File: config.mk
export PLATFORM = sky130hd
export DESIGN_NAME = channel_waveform_decoder
export DESIGN_NICKNAME = d
export VERILOG_FILES = /design/src/rtl/channel_waveform_decoder_pkg.sv /design/src/rtl/channel_waveform_decoder_running_min_max.sv /design/src/rtl/channel_waveform_decoder.sv
export SDC_FILE = /design/constraint.sdc
export NUM_CORES = 1
export LEC_CHECK = 0
export ABC_AREA = 1
export CORE_UTILIZATION = 60
export DETAILED_ROUTE_END_ITERATION = 12
export DONT_BUFFER_PORTS = 1
export GPL_TIMING_DRIVEN = 0
export PLACE_DENSITY_LB_ADDON = 0.15
export RECOVER_POWER = 50
export SETUP_SLACK_MARGIN = 0.02
export SYNTH_ARGS = -nofsm -noshare
export SYNTH_HDL_FRONTEND = slang
export SYNTH_SLANG_ARGS = --single-unit
File: constraint.sdc
create_clock -name i_clk -period 5.39 [get_ports i_clk]
set_clock_uncertainty 0.2 [all_clocks]
set_input_delay 1.617 -clock i_clk [delete_from_list [all_inputs] [get_ports i_clk]]
set_output_delay 1.617 -clock i_clk [all_outputs]
set_load 0.01 [all_outputs]
File: src/rtl/channel_waveform_decoder_pkg.sv
// Audio widths shared by the channel generators and the waveform decoder,
// so both sides of the sample bus always agree on sizes.
package channel_waveform_decoder_pkg;

    localparam int AUDIO_SAMPLE_WIDTH = 9;
    localparam int AUDIO_PERIOD_WIDTH = 24;

endpackage

File: src/rtl/channel_waveform_decoder_running_min_max.sv
// Running minimum/maximum tracker over an unsigned sample stream; restart seeds
// both extremes with the current sample, update folds the sample into them.
module channel_waveform_decoder_running_min_max
    import channel_waveform_decoder_pkg::*;
#(
    parameter int WIDTH = AUDIO_SAMPLE_WIDTH
) (
    input  logic             i_clk,
    input  logic             i_rst,
    input  logic             i_restart,
    input  logic             i_update,
    input  logic [WIDTH-1:0] i_sample,
    output logic [WIDTH-1:0] o_min,
    output logic [WIDTH-1:0] o_max
);

    // Restart takes priority so a new window never inherits the old extremes.
    always_ff @(posedge i_clk or posedge i_rst) begin
        if (i_rst) begin
            o_min <= '0;
            o_max <= '0;
        end else if (i_restart) begin
            o_min <= i_sample;
            o_max <= i_sample;
        end else if (i_update) begin
            if (i_sample < o_min) begin
                o_min <= i_sample;
            end
            if (i_sample > o_max) begin
                o_max <= i_sample;
            end
        end
    end

endmodule

File: src/rtl/channel_waveform_decoder.sv
// Receive-side waveform decoder: measures the frame-pulse period in clocks and
// the min/max sample excursion over each period, with lock and timeout flags.
module channel_waveform_decoder
    import channel_waveform_decoder_pkg::*;
#(
    parameter int SAMPLE_WIDTH   = AUDIO_SAMPLE_WIDTH,
    parameter int PERIOD_WIDTH   = AUDIO_PERIOD_WIDTH,
    parameter int MAX_PERIOD     = 2**24 - 1,
    parameter int LOCK_TOLERANCE = 1
) (
    input  logic                    i_clk,
    input  logic                    i_rst,
    input  logic                    i_clear,
    input  logic [SAMPLE_WIDTH-1:0] i_sample,
    input  logic                    i_frame_pulse,
    output logic [PERIOD_WIDTH-1:0] o_period,
    output logic [SAMPLE_WIDTH-1:0] o_min,
    output logic [SAMPLE_WIDTH-1:0] o_max,
    output logic [SAMPLE_WIDTH-1:0] o_amplitude,
    output logic                    o_valid,
    output logic                    o_locked,
    output logic                    o_timeout
);

    localparam logic [1:0] ST_IDLE    = 2'd0;
    localparam logic [1:0] ST_MEASURE = 2'd1;
    localparam logic [1:0] ST_TIMEOUT = 2'd2;

    localparam logic [PERIOD_WIDTH-1:0] MAX_COUNT = PERIOD_WIDTH'(MAX_PERIOD);
    localparam logic [PERIOD_WIDTH-1:0] LOCK_TOL  = PERIOD_WIDTH'(LOCK_TOLERANCE);
    localparam logic [PERIOD_WIDTH-1:0] COUNT_ONE = PERIOD_WIDTH'(1);

    logic [1:0]              state;
    logic                    frame_prev;
    logic [PERIOD_WIDTH-1:0] count;
    logic                    have_prev;
    logic                    pulse_edge;
    logic                    measuring;
    logic                    run_restart;
    logic                    run_update;
    logic [SAMPLE_WIDTH-1:0] run_min;
    logic [SAMPLE_WIDTH-1:0] run_max;
    logic [PERIOD_WIDTH-1:0] period_diff;
    logic                    within_tol;

    assign pulse_edge  = i_frame_pulse & ~frame_prev;
    assign measuring   = (state == ST_MEASURE);
    assign run_restart = pulse_edge & ~i_clear;
    assign run_update  = measuring & ~pulse_edge;

    assign period_diff = (count >= o_period) ? (count - o_period) : (o_period - count);
    assign within_tol  = (period_diff <= LOCK_TOL);

    channel_waveform_decoder_running_min_max #(
        .WIDTH (SAMPLE_WIDTH)
    ) u_running_min_max (
        .i_clk     (i_clk),
        .i_rst     (i_rst),
        .i_restart (run_restart),
        .i_update  (run_update),
        .i_sample  (i_sample),
        .o_min     (run_min),
        .o_max     (run_max)
    );

    // The edge sample opens the next period, so latching uses the running
    // values from before this cycle; an edge on the saturating count still wins.
    always_ff @(posedge i_clk or posedge i_rst) begin
        if (i_rst) begin
            state       <= ST_IDLE;
            frame_prev  <= 1'b0;
            count       <= '0;
            have_prev   <= 1'b0;
            o_period    <= '0;
            o_min       <= '0;
            o_max       <= '0;
            o_amplitude <= '0;
            o_valid     <= 1'b0;
            o_locked    <= 1'b0;
            o_timeout   <= 1'b0;
        end else begin
            frame_prev <= i_frame_pulse;
            o_valid    <= 1'b0;
            if (i_clear) begin
                state     <= ST_IDLE;
                have_prev <= 1'b0;
                o_locked  <= 1'b0;
                o_timeout <= 1'b0;
            end else begin
                case (state)
                    ST_IDLE, ST_TIMEOUT: begin
                        if (pulse_edge) begin
                            state     <= ST_MEASURE;
                            count     <= COUNT_ONE;
                            o_timeout <= 1'b0;
                        end
                    end
                    ST_MEASURE: begin
                        if (pulse_edge) begin
                            o_period    <= count;
                            o_min       <= run_min;
                            o_max       <= run_max;
                            o_amplitude <= run_max - run_min;
                            o_valid     <= 1'b1;
                            o_locked    <= have_prev & within_tol;
                            have_prev   <= 1'b1;
                            count       <= COUNT_ONE;
                        end else if (count == MAX_COUNT) begin
                            state     <= ST_TIMEOUT;
                            have_prev <= 1'b0;
                            o_timeout <= 1'b1;
                            o_locked  <= 1'b0;
                        end else begin
                            count <= count + COUNT_ONE;
                        end
                    end
                    default: begin
                        state <= ST_IDLE;
                    end
                endcase
            end
        end
    end

endmodule

# [Word level (Yosys, flattened, before mapping)]
# Cells that the tools add are included.
# Widths: inputs -> output; s select.
[word_totals] ff_bits=100 input_bits=13 output_inout_bits=54 elab_cells=83
[classes] n_addsub=4 n_lt_le_gt_ge=4 eq_ne=8 muxes=31 n_bitwise=7 reduce_logical=16
[op_table] op="$mux 24" count=4
[op_table] op="$mux 9" count=6
[op_table] op="$pmux 24 s2" count=1
[op_table] op="$sub 24x24->24" count=2
[op_table] op="$add 24x1->24 const B" count=1
[op_table] op="$eq 24x24->1 const B" count=1
[op_table] op="$ge 24x24->1" count=1
[op_table] op="$le 24x1->1 const B" count=1
[op_table] op="$mux 1" count=14
[op_table] op="$reduce_bool 2->1" count=5
[op_table] op="$gt 9x9->1" count=1
[op_table] op="$lt 9x9->1" count=1
[op_table] op="$ne 3x3->1 const B" count=3
[op_table] op="$sub 9x9->9" count=1
[op_table] op="$mux 2" count=4
[op_table] op="$reduce_and 4->1" count=2
[op_table] op="$reduce_and 2->1" count=3
[op_table] op="$reduce_and 3->1" count=2
[op_table] op="$reduce_bool 3->1" count=2
[op_table] op="$and 1x1->1" count=4
[op_table] op="$pmux 2 s2" count=1
[op_table] op="$ne 3x2->1 const B" count=1
[op_table] op="$not 1->1" count=3
[op_table] op="$eq 2x1->1 const B" count=1
[op_table] op="other kinds (5)" count=5

# [Logic depth before layout (Yosys ltp)]
# Gate-level depths: netlist of the first run.
[logic_depth] depth_word=7 ltp_mapped=22 mapped_depth_nobuf=21

# [Cells and area by module]
# From an unflattened synthesis of the first run, not the netlist that was laid out.
[hier_totals] hier_cells=1310 hier_area_um2=8461.9
[modules_own_cells] module="channel_waveform_decoder" n_inst=1 cells_per_inst=1149 area_per_inst_um2=7214.4 seq_area_each_um2=2052.0
[modules_own_cells] module="channel_waveform_decoder_running_min_max" n_inst=1 cells_per_inst=161 area_per_inst_um2=1247.4 seq_area_each_um2=450.4

# [Worst setup path after synthesis of the first run]
# OpenSTA, ideal clock, no wires.
[synth_path] path_kind="in2reg" startpoint="in i_sample[8]" endpoint="reg u_running_min_max.o_min[0]" setup_time_ps=126 arrival_ps=3091 required_time_ps=5064 slack_ps=1973 cell_stages=7 n_path_buf=1 cell_sequence="ha_1 inv_1 nor3_1 o211ai_1 a41oi_1 buf_2 o21ai_0"
[synth_via] elab_chain_len=3
[synth_rtl] element="start, declared" line_no="channel_waveform_decoder.sv:14" source="input logic [SAMPLE_WIDTH-1:0] i_sample,"
[synth_rtl] element="$lt 9x9->1" line_no="channel_waveform_decoder_running_min_max.sv:26" source="if (i_sample < o_min) begin"
[synth_rtl] element="$reduce_bool 2->1 (no source line)"
[synth_rtl] element="$reduce_and 2->1 (no source line)"
[synth_rtl] element="end signal, assigned" line_no="channel_waveform_decoder_running_min_max.sv:23" source="o_min <= i_sample;"
[synth_rtl] element="end signal, assigned" line_no="channel_waveform_decoder_running_min_max.sv:27" source="o_min <= i_sample;"
[synth_rtl] element="end, declared" line_no="channel_waveform_decoder_running_min_max.sv:13" source="output logic [WIDTH-1:0] o_min,"
# Every way passes these cells.
# A chain may end at the register's enable or synchronous reset.

==> qor.csv, run 1 <==
metric,value,unit
firstDrtPassIters,5,
coreArea,13500,um2
syn-instance-count,1276,
initial_utilization,0.625,
setup_viol,0,
synth_seq_cells,100,
avgSynthCellArea,6.59,um2
h-tree-depth,3,
slew_violations,49,
register_area,2500,um2
finalHoldViolations,0,
fin_crit_sh,0.728,
worstSetupPathType,in2async,
path_cells,"clkinvlp_2, clkbuf_2",
slowest_delay,1.16,ns
place.port_buffers,0,
vias,7908,
hp-class,reg2reg,
numCtsBuffers,9,
r2r_start,count[0],
synth_area_leaders,"dfrtp_1, nand2_1, ha_1",
cp_slowest_cell,clkbuf_2,
yosys.area_share.simple,0.333,
required,5.43,ns
synth_top_area_share,0.297,
ys_warn_count,0,
root_buffer,clkbuf_16,
wire_per_inst,15.5,um
path_max_fanout,53,
crit_family,buffers and inverters,
startpoint_type,input pin,
ys_seq_area_frac,0.297,
cts_resized,0,
worst_setup_path_end_kind,asynchronous set/reset pin,
synth_compound_area_frac,0.120,
layout_common_cells,"nand2_1, inv_1, dfrtp_1",
drv_cap,1,
antenna_cells,0,
synth_top_family_by_area,simple AND/OR/NAND/NOR gates,
grt_pass1_vias,7631,
overflow,0,
p_per_area,403,nW/um2
cts.clk_slew.worst_paths,0.07,ns
p_leak,4.83,nW
vias_per_cell,5.39,
detailed_place_hpwl,18.7,mm
crit_start,i_rst,
worst_pin_slew,2.06,ns
syn_nets,1365,
ant_nets,0,
dieArea,14500,um2
relSlewSlack,-0.382,
syn_area,8410,um2
fin_tns_setup,0,ns
grtUsageTotal,0.329,
peakVddDrop,286,uV
antenna_found_initial,0,
ctsHoldBuffers,0,
grt_max_degree,54,
floorplan.io_pins,67,
synth_top_flop_cell,dfrtp_1,
grt_pass1_wl,36.9,mm
place_area,8660,um2
hold_path_startpoint,have_prev,
post_cts_buffers,0,
violations,"capacitance limit, slew limit",
async_flop_share,1.00,
synth.distinct_cells,43,
die_h,120,um
arrival,3.96,ns
synth_adder_area_share,0.116,
gp_congestion,0.941,
ctsLongestPathBuffers,2,
post-route-min-period,3.92,ns
area_growth,6.25,%
synth_edf_count,0,
final_nets,1377,
remaining_drc_errors,0,
insertion_delay,0.35,ns
layout-drive-gt1-share,0.0658,
run_status,finished with violations,
grt_setup_unrepaired,no,
drt_iter0_drc,594,
synthXorXnorAreaFrac,0.0167,
final_area,8940,um2
worstPathBufferInverterCount,2,
max_freq,255,MHz
multi_input_area,4920,um2
fp.dieW,120,um
yosys-mux-area-fraction,0,
numClockSinks,100,
fillers,1272,
final_common_cell,nand2_1,
synth_top_cell_by_area,dfrtp_1,
cts_tree,done,
wl,22.8,mm
rows,42,
worst min-delay path: stages, from the launching register on:
cell and delay, ns:
dfrtp_1 0.34, nand2_1 0.05, nand2_1 0.05
per-stage QoR:
stage	std cells	power (mW)	util	setup WS, ns	hold WS (ns)
detailed placement	1453	2.94	0.644	1.36	0.265
global route	1468	3.91	0.665	0.882	0.311
floorplan	1276	2.49	-	0.954	0.242
finish	1468	3.60	0.665	1.47	0.275
global placement	1452	2.90	0.642	-0.0448	0.257
CTS	1468	3.60	0.666	1.71	0.281
cell families after synthesis:
| logic type | after synthesis |
|---|---|
| flip-flops | 100 |
| buffers and inverters | 254 |
| AO/OA/AOI/OAI | 188 |
| AND/OR/NAND/NOR | 642 |
| XOR/XNOR | 16 |
| adder cells (fa/ha/maj) | 76 |
cells in the mapped netlist (all sizes together), types with 4 or more instances:
master  count
o21bai      4
nand4      16
inv       228
clkbuf     14
nand3      63
ha         73
xor2       13
o21ai      95
nor3       18
buf         9
nand2     439
a21oi      79
nor2      101
dfrtp     100
per-layer routing:
metal  GRT usage  vias to the layer above  wire length, um
li1            -                     4011                -
met1       0.407                     3641             9780
met2       0.571                      204            11000
met3      0.0439                       52             1120
met4       0.144                        0              852
met5           0                        -                0
path summary, 6_finish.rpt:
path,endpoint,slack (ns),depth (start not counted)
worst min-delay path,have_prev,0.27,2
worst min register to register,have_prev,0.27,2
worst max register to register,o_locked,1.87,20
max in group i_clk,count[2],1.69,9
min in group asynchronous,o_min[2],1.48,1
worst max-delay path,o_period[16],1.47,2
power breakdown:
| group | leakage (nW) | internal, mW | switching [mW] |
|---|---|---|---|
| Sequential | 1.28 | 0.941 | 0.226 |
| Combinational | 3.40 | 0.596 | 1.19 |
| Clock | 0.145 | 0.371 | 0.278 |
| Total | 4.83 | 1.91 | 1.69 |
final cells by class:
cell class,instances,share of cell area
multi-input combinational,922,0.550
sequential,100,0.280
inverter,231,0.0973
clock buffer,10,0.0267
tap,176,0.0246
buffer,23,0.0137
clock inverter,5,0.00672
timing repair buffer,1,0.000560
flip-flops by register name, summed over array words and instances (netlist names):
name / count
o_min: 9
o_period: 24
o_locked: 1
o_timeout: 1
frame_prev: 1
u_running_min_max.o_min: 9
count: 24
o_amplitude: 9
u_running_min_max.o_max: 9
state: 2
o_valid: 1
have_prev: 1
o_max: 9
(Power assumes the default switching activity.)
==> run 2: changes to the inputs <==
==> constraint.sdc (replaced) <==
create_clock -name i_clk -period 3.7 [get_ports i_clk]
set_clock_uncertainty 0.2 [all_clocks]
set_input_delay 1.11 -clock i_clk [delete_from_list [all_inputs] [get_ports i_clk]]
set_output_delay 1.11 -clock i_clk [all_outputs]
set_load 0.01 [all_outputs]
==> qor.csv, run 2 (synthesis results as in run 1) <==
metric,value,unit
worst_pin_slew,1.75,ns
cp_slowest_cell,dfrtp_1,
path_max_fanout,10,
required,3.79,ns
area_growth,6.85,%
path_cells,"inv_1, ha_1, inv_1, fa_1, nand3_1, nand3_2, nand2_2, nand3_2, nand2_4, inv_2, nor2_4, buf_6, nand2_1, nand2_1, inv_1, nor2_1, nand2_1, nor2_1, nand3_1, nand2_1",
initial_utilization,0.625,
place.port_buffers,0,
switching_share,0.468,
post_cts_buffers,0,
die_h,120,um
detailed_place_hpwl,18.7,mm
drt-met1-wl,9.73,mm
dr_wl_met3,1.23,mm
insertion_delay,0.35,ns
antenna_found_initial,0,
hold_path_startpoint,have_prev,
layout-drive-gt1-share,0.0657,
remaining_drc_errors,0,
rows,42,
numClockSinks,100,
grtUsageTotal,0.333,
cts_resized,0,
wl,23.1,mm
antenna_cells,0,
fin_crit_sh,0.931,
drt_iter0_drc,493,
hp-class,reg2reg,
grt_max_degree,43,
crit_path_frequent_cell,nand2_1,
p_leak,4.85,nW
r2r_cells,20,
final_common_cell,nand2_1,
vias_per_cell,5.43,
coreArea,13500,um2
r2r-end,o_locked,
p_clk_frac,0.192,
cts_tree,done,
internal_power,2.84,mW
vias,7982,
drv_cap,1,
fin_tns_setup,0,ns
pwr-share-seq,0.318,
power.net_switching,2.50,mW
floorplan.io_pins,67,
utilization,0.668,
slew_violations,39,
relSlewSlack,-0.171,
h-tree-depth,3,
run_status,finished with violations,
dieArea,14500,um2
met2_length,11.3,mm
fp.dieW,120,um
firstDrtPassIters,5,
p_per_area,594,nW/um2
layout_common_cells,"nand2_1, inv_1, dfrtp_1",
gp_congestion,0.949,
final_nets,1378,
finalHoldViolations,0,
violations,"capacitance limit, slew limit",
setup_viol,0,
r2r_slack,0.26,ns
root_buffer,clkbuf_16,
peakVddDrop,468,uV
ctsHoldBuffers,0,
worst_setup_path_end_kind,flop,
worstSetupPathType,reg2reg,
cts.clk_slew.worst_paths,0.07,ns
r2r_start,count[0],
wire_per_inst,15.7,um
numCtsBuffers,9,
slowest_delay,0.43,ns
overflow,0,
reg_top3,"count x24, o_period x24",
grt_pass1_vias,7768,
ctsLongestPathBuffers,2,
arrival,3.53,ns
grt_setup_unrepaired,no,
ant_nets,0,
min_path_cells,2,
highest_layer,met4,
post-route-min-period,3.44,ns
worstHoldEndpoint,have_prev,
grt_pass1_wl,37.4,mm
p_comb_frac,0.490,
startpoint_type,flop,
max_freq,290,MHz
run 2: cell count changes in the layout (fill, tap and decap cells not counted), sizes merged:
| cell | previous run | this run |
|---|---|---|
| buf | 9 | 10 |
| bufinv | 1 | 2 |
| clkbuf | 25 | 23 |
| clkinv | 5 | 3 |
| clkinvlp | 2 | 3 |
| dlymetal6s2s | 0 | 1 |
| inv | 228 | 229 |
run 2: stage by stage:
stage,area [um2],power (mW),hold slack [ns],cells,setup slack [ns]
2_1_floorplan,8420,3.63,0.242,1276,0.790
5_1_grt,8990,5.77,0.334,1469,0.0493
6_report,8990,5.34,0.279,1469,0.256
3_3_place_gp,8640,4.21,0.253,1452,0.210
3_5_place_dp,8680,4.28,0.261,1454,0.121
4_1_cts,9000,5.33,0.279,1469,0.269
run 2: cell type report:
class | instances | area (um2)
timing repair buffer | 2 | 32.5
fill | 1283 | 4460
clock buffer | 9 | 225
sequential | 100 | 2500
clock inverter | 6 | 97.6
multi-input combinational | 922 | 4920
inverter | 231 | 870
buffer | 23 | 123
tap | 176 | 220
run 2: power groups by stage:
stage | Sequential (mW) | Combinational [mW] | Clock (mW)
floorplan | 1.64 | 1.99 | 0
global placement | 1.71 | 2.50 | 0
detailed placement | 1.71 | 2.57 | 0
CTS | 1.70 | 2.59 | 1.04
global route | 1.73 | 2.97 | 1.07
finish | 1.70 | 2.61 | 1.03
run 2: metal layers:
metal | vias up | track usage
met2 | 238 | 0.589
met3 | 51 | 0.0425
met1 | 3681 | 0.401
met4 | 0 | 0.155
met5 | - | 0
li1 | 4012 | -
run 2: worst max-delay path by stage:
stage / startpoint / to / slack, ns / cells past startpoint
6_report: count[0] / o_locked / 0.26 / 20
5_1_grt: count[0] / o_locked / 0.05 / 20
4_1_cts: count[0] / o_locked / 0.27 / 20
3_5_place_dp: i_frame_pulse / count[10] / 0.12 / 9
3_3_place_gp: i_frame_pulse / count[2] / 0.21 / 9
2_1_floorplan: i_sample[8] / u_running_min_max.o_min[0] / 0.79 / 7
run 2: worst max-delay path, delay by kind of cell (launching register included):
family	cells	cell delay, ns
adder cells (fa/ha/maj)	2	0.63
buffers and inverters	5	0.53
AND/OR/NAND/NOR	13	1.58
flip-flops	1	0.43
